$ cat src/rtl/note_lane_renderer.sv
// Redraws one lane's note block: erases the previous frame's block, then draws the new one.
// Every output is registered and is computed from next-state values, so pixel 0 appears in the
// first ERASE cycle.
module note_lane_renderer #(
  parameter logic [8:0]  LANE_X      = 9'd40,
  parameter int unsigned NOTE_W      = 16,
  parameter int unsigned NOTE_H      = 8,
  parameter logic [2:0]  NOTE_COLOUR = 3'b110,
  parameter logic [2:0]  BG_COLOUR   = 3'b000,
  parameter int unsigned SCREEN_H    = 240
) (
  input  logic       clk,
  input  logic       resetn,
  input  logic       frame_tick,
  input  logic [7:0] note_y,
  input  logic       note_valid,
  output logic [8:0] vga_x,
  output logic [7:0] vga_y,
  output logic [2:0] vga_colour,
  output logic       plot,
  output logic       busy,
  output logic       done
);

  localparam int unsigned CW = (NOTE_W > 1) ? $clog2(NOTE_W) : 1;
  localparam int unsigned RW = (NOTE_H > 1) ? $clog2(NOTE_H) : 1;
  localparam logic [CW-1:0] ColLast = CW'(NOTE_W - 1);
  localparam logic [RW-1:0] RowLast = RW'(NOTE_H - 1);

  typedef enum logic [1:0] {StIdle, StErase, StDraw, StDone} state_e;

  state_e        state_q, state_d;
  logic [CW-1:0] col_q, col_d;
  logic [RW-1:0] row_q, row_d;
  logic [7:0]    cur_y_q, cur_y_d, prev_y_q, prev_y_d;
  logic          cur_valid_q, cur_valid_d, prev_valid_q, prev_valid_d;

  logic [8:0] vga_x_d;
  logic [7:0] vga_y_d;
  logic [2:0] vga_colour_d;
  logic       plot_d, busy_d, done_d;
  logic [8:0] row_sum;

  always_ff @(posedge clk) begin
    if (!resetn) begin
      state_q      <= StIdle;
      col_q        <= '0;
      row_q        <= '0;
      cur_y_q      <= '0;
      prev_y_q     <= '0;
      cur_valid_q  <= 1'b0;
      prev_valid_q <= 1'b0;
      vga_x        <= '0;
      vga_y        <= '0;
      vga_colour   <= '0;
      plot         <= 1'b0;
      busy         <= 1'b0;
      done         <= 1'b0;
    end else begin
      state_q      <= state_d;
      col_q        <= col_d;
      row_q        <= row_d;
      cur_y_q      <= cur_y_d;
      prev_y_q     <= prev_y_d;
      cur_valid_q  <= cur_valid_d;
      prev_valid_q <= prev_valid_d;
      vga_x        <= vga_x_d;
      vga_y        <= vga_y_d;
      vga_colour   <= vga_colour_d;
      plot         <= plot_d;
      busy         <= busy_d;
      done         <= done_d;
    end
  end

  always_comb begin
    state_d      = state_q;
    col_d        = col_q;
    row_d        = row_q;
    cur_y_d      = cur_y_q;
    prev_y_d     = prev_y_q;
    cur_valid_d  = cur_valid_q;
    prev_valid_d = prev_valid_q;
    unique case (state_q)
      StIdle: begin
        if (frame_tick) begin
          state_d     = StErase;
          col_d       = '0;
          row_d       = '0;
          cur_y_d     = note_y;
          cur_valid_d = note_valid;
        end
      end
      StErase, StDraw: begin
        if (col_q == ColLast) begin
          col_d = '0;
          if (row_q == RowLast) begin
            row_d   = '0;
            state_d = (state_q == StErase) ? StDraw : StDone;
          end else begin
            row_d = row_q + 1'b1;
          end
        end else begin
          col_d = col_q + 1'b1;
        end
      end
      StDone: begin
        prev_y_d     = cur_y_q;
        prev_valid_d = cur_valid_q;
        state_d      = StIdle;
      end
    endcase
  end

  // Row sum is 9 bits so rows past the screen bottom are clipped rather than wrapped.
  always_comb begin
    row_sum      = ((state_d == StDraw) ? {1'b0, cur_y_d} : {1'b0, prev_y_d}) + 9'(row_d);
    vga_x_d      = '0;
    vga_y_d      = '0;
    vga_colour_d = '0;
    plot_d       = 1'b0;
    busy_d       = 1'b0;
    done_d       = 1'b0;
    unique case (state_d)
      StIdle: ;
      StErase: begin
        vga_x_d      = LANE_X + 9'(col_d);
        vga_y_d      = row_sum[7:0];
        vga_colour_d = BG_COLOUR;
        plot_d       = prev_valid_d && (32'(row_sum) < SCREEN_H);
        busy_d       = 1'b1;
      end
      StDraw: begin
        vga_x_d      = LANE_X + 9'(col_d);
        vga_y_d      = row_sum[7:0];
        vga_colour_d = NOTE_COLOUR;
        plot_d       = cur_valid_d && (32'(row_sum) < SCREEN_H);
        busy_d       = 1'b1;
      end
      StDone: begin
        busy_d = 1'b1;
        done_d = 1'b1;
      end
    endcase
  end

endmodule

$ cat config.mk
export PLATFORM = sky130hd
export DESIGN_NAME = note_lane_renderer
export DESIGN_NICKNAME = d
export VERILOG_FILES = /design/src/rtl/note_lane_renderer.sv
export SDC_FILE = /design/constraint.sdc
export NUM_CORES = 1
export LEC_CHECK = 0
export CAP_MARGIN = 30
export CELL_PAD_IN_SITES_DETAIL_PLACEMENT = 2
export CELL_PAD_IN_SITES_GLOBAL_PLACEMENT = 2
export CORE_ASPECT_RATIO = 1.25
export CORE_UTILIZATION = 35
export CTS_CLUSTER_SIZE = 30
export DETAILED_ROUTE_END_ITERATION = 8
export GPL_TIMING_DRIVEN = 0
export MAX_ROUTING_LAYER = met4
export PLACE_DENSITY = 0.82
export SLEW_MARGIN = 5
export SYNTH_ARGS = -nofsm -noshare
export SYNTH_HDL_FRONTEND = slang
export SYNTH_SLANG_ARGS = --single-unit
$ cat constraint.sdc
create_clock -name clk -period 8.7 [get_ports clk]
set_input_delay 1.305 -clock clk [delete_from_list [all_inputs] [get_ports clk]]
set_output_delay 1.305 -clock clk [all_outputs]
set_load 0.02 [all_outputs]
==> results.md <==
* Clock slew at reported path FFs at 0.08 ns
* Worst-path fanout max at 10
* Clock Latency Late Sink at 0.29 ns
* FMAX at 0.2182 GHz
* Chip width at between 70 and 80 um
* Cts bufs inserted at 5
* Post-synth top area cell: dfxtp_1
* Clock buffer depth at 2
* Yosys top cell area share at between 30% and 40%
* Yosys Warn Count at 0
* Predominant post-synthesis flop cell: dfxtp_1
* Synth Cell Area at around 2300 sq um
* Critical path, cell by cell: clkdlybuf4s50_1 -> and2b_1 -> a21o_1 -> ha_1 -> buf_6 -> clkbuf_1 -> nor3_1 -> a21oi_1 -> ha_1 -> a21o_1 -> a21oi_1 -> nor3_1 -> o22ai_1 -> a21oi_1
* Clock skew at 0.004256 ns
* Hold_buf cts at 0
* Placed wire-length estimate at approximately 4.5 mm
* Maximum vdd drop at 0.06242 mV
* CP Capture Type: register
* Hold Startpoint: cur_y_q[4]$_SDFF_PN0_
* Num ports at 35
* Sequential Area at 900.9 sq um
* Max Slew Vio Count at 0
* DRC at 0
* Worst path slowest cell: clkdlybuf4s50_1
* Slew HR at about two thirds
* Worst setup path class: in2reg
* Unrepaired setup endpoints after global routing: no
* Async SR Flop Fraction at 0%
* Resized Gates After CTS at 0
* Area Overhead vs Synth at 22.30%
* Final-report hold violation count at 0
* Largest net degree at the start of global routing at 13
* Die Area at 6787 sq um
* Site Rows at 32
* Slowest stage delay, CP at 0.56 ns
* Pwr/cell area at 141.7 nW/um^2
* Root buf cell: clkbuf_8
* Initial antenna violation count at 0
* Tmin final at 4.582 ns
* RR Startpoint: row_q[0]$_SDFF_PN0_
* Crit path top cell by count: a21oi_1
* Initial Util at 36.43%
* # diodes at 0
* Hold path cells at 2
* Crit path launch type: input pin
* Core area at 6206 sq um
* Final ANT Viol Nets at 0
* Drt first-iter violations at 43
* Layout cells sized above 1 at just under 9%
* Number of max-cap violations at 0
* Largest cells by area after synthesis: dfxtp_1, ha_1, nor2b_1, mux2i_1, and2_1
* DR vias/cell at 4.945
* Crit. Startpoint: frame_tick
* PortBufs at 30
* Area of the multi-input gates at 1234 sq um
* Status: complete, no violations
* Vias after detailed routing at approximately 1800
* Critical path data arrival time at between 4 and 5 ns
* Sequential-to-total area share from yosys stat at between 30% and 40%
* Post-CTS setup repair buffer count at 0
* TritonCTS sink count at 45
* FF-to-FF setup slack at ~4.8 ns
* Period utilisation layout at approximately 53%
* Vias in the first global route at just over 2000
* Die height at 91.86 um
* Commonest cells in the netlist: dfxtp_1, nor2b_1, and2_1
* CP Data Required Time at around 8.9 ns
* Fin util at 44.56%
* Synth Instances at 240
* FF+latch count, synth at 45
* Routed WL per cell at about 16 um
* Count leader, synth: dfxtp_1
* CTS tree: done
* Leakage at about 1.1 nW
* # setup viols final at 0
* Worst slew pin tran at between 0.5 and 0.6 ns
* Post-synth EDFFs at 0
* GR Overflow Total at 0
* GP Congestion at between 0.7 and 0.8
* Distinct cells, synth at 47
* Drt total wl at 5.912 mm
* FILL cells at 693
* GRT Total Usage at roughly a fifth
* Total negative slack at 0 ns
* H-tree Lvls at 2
* First-pass GRT wire length at 9.956 mm
* Number of detailed-route iterations in the first pass at 4
* Final net count at 305
* Worst R2R Path Depth at 18
* Min-delay worst type: reg2reg
* Avg Inst Size Synth at 9.420 sq um
state kept, by name (all words and copies together), names as in the netlist:
signal,cells
cur_valid_q,1
prev_y_q,8
prev_valid_q,1
vga_colour,1
state_q,2
vga_y,8
col_q,4
row_q,3
vga_x,6
plot,1
done,1
cur_y_q,8
busy,1
cells in the final DEF (no fill, tap or decap), types with 5 or more instances in the layout:
cell type / n
nor2b_1: 24
clkbuf_1: 6
o21a_1: 6
clkdlybuf4s50_1: 30
ha_1: 12
nor3_1: 7
inv_1: 8
nor2_1: 6
dfxtp_1: 45
nand3_1: 5
and2_1: 19
a21oi_1: 10
o21ai_0: 9
clkbuf_8: 6
buf_4: 6
nand2_1: 13
mux2i_1: 14
logic make-up (layout without fill, tap and decap cells):
logic type / count (synthesis) / after routing / synth area share [%]
and+or+nand+nor: 93 / 93 / 24.35
AOI/OAI and AO/OA: 47 / 47 / 14.67
DFF: 45 / 45 / 39.84
buffers and inverters: 24 / 61 / 6.087
muxes: 14 / 14 / 6.198
adders and majority gates: 13 / 13 / 7.526
xor gates and xnor gates: 3 / 3 / 1.162
other: 1 / 4 / 0.1659
worst paths after layout:
path / endpoint
max reg2reg: plot$_SDFF_PN0_
min reg2reg: cur_y_q[4]$_SDFF_PN0_
max: plot$_SDFF_PN0_
min: cur_y_q[4]$_SDFF_PN0_
area by class of cell:
cell class / count / area share, %
buffer: 16 / 3.891
tap: 85 / 3.846
inverter: 8 / 1.086
timing repair buffer: 30 / 10.86
clock buffer: 7 / 3.122
sequential: 45 / 32.58
multi-input combinational: 174 / 44.62
worst max-delay path: cells and delay by family:
family	cells	cell delay, ns
buf+inv	3	1.11
simple gates	3	0.60
compound gates	6	1.27
fa+ha+maj	2	0.47
where the power goes:
| group | total [mW] | switching [mW] | internal [mW] |
|---|---|---|---|
| registers | 0.215 | 0.00375 | 0.211 |
| logic | 0.0457 | 0.0256 | 0.0201 |
| clock network | 0.131 | 0.0681 | 0.0631 |
| total | 0.392 | 0.0974 | 0.295 |
per-layer routing:
layer  global-route usage [%]  vias to the layer above  part of all wire [%]
met5                        -                        -                     0
met4                    5.929                        0                   1.5
met3                    3.077                        6                   1.7
met2                    35.86                       21                    53
met1                    22.93                      887                    43
li1                         -                      891                     -
per-stage QoR:
step	hold WS (ns)	cell area, sq um	setup slack, ns	power (mW)	cells
finish	0.5023	2765	4.118	0.3919	365
global route	0.5408	2765	3.736	0.4096	365
detailed placement	0.4937	2679	3.776	0.2660	358
CTS	0.5072	2765	4.060	0.3976	365
global placement	0.4779	2679	3.870	0.2642	358
floorplan	0.4527	2272	4.965	0.2471	243
(Power assumes the default switching activity.)
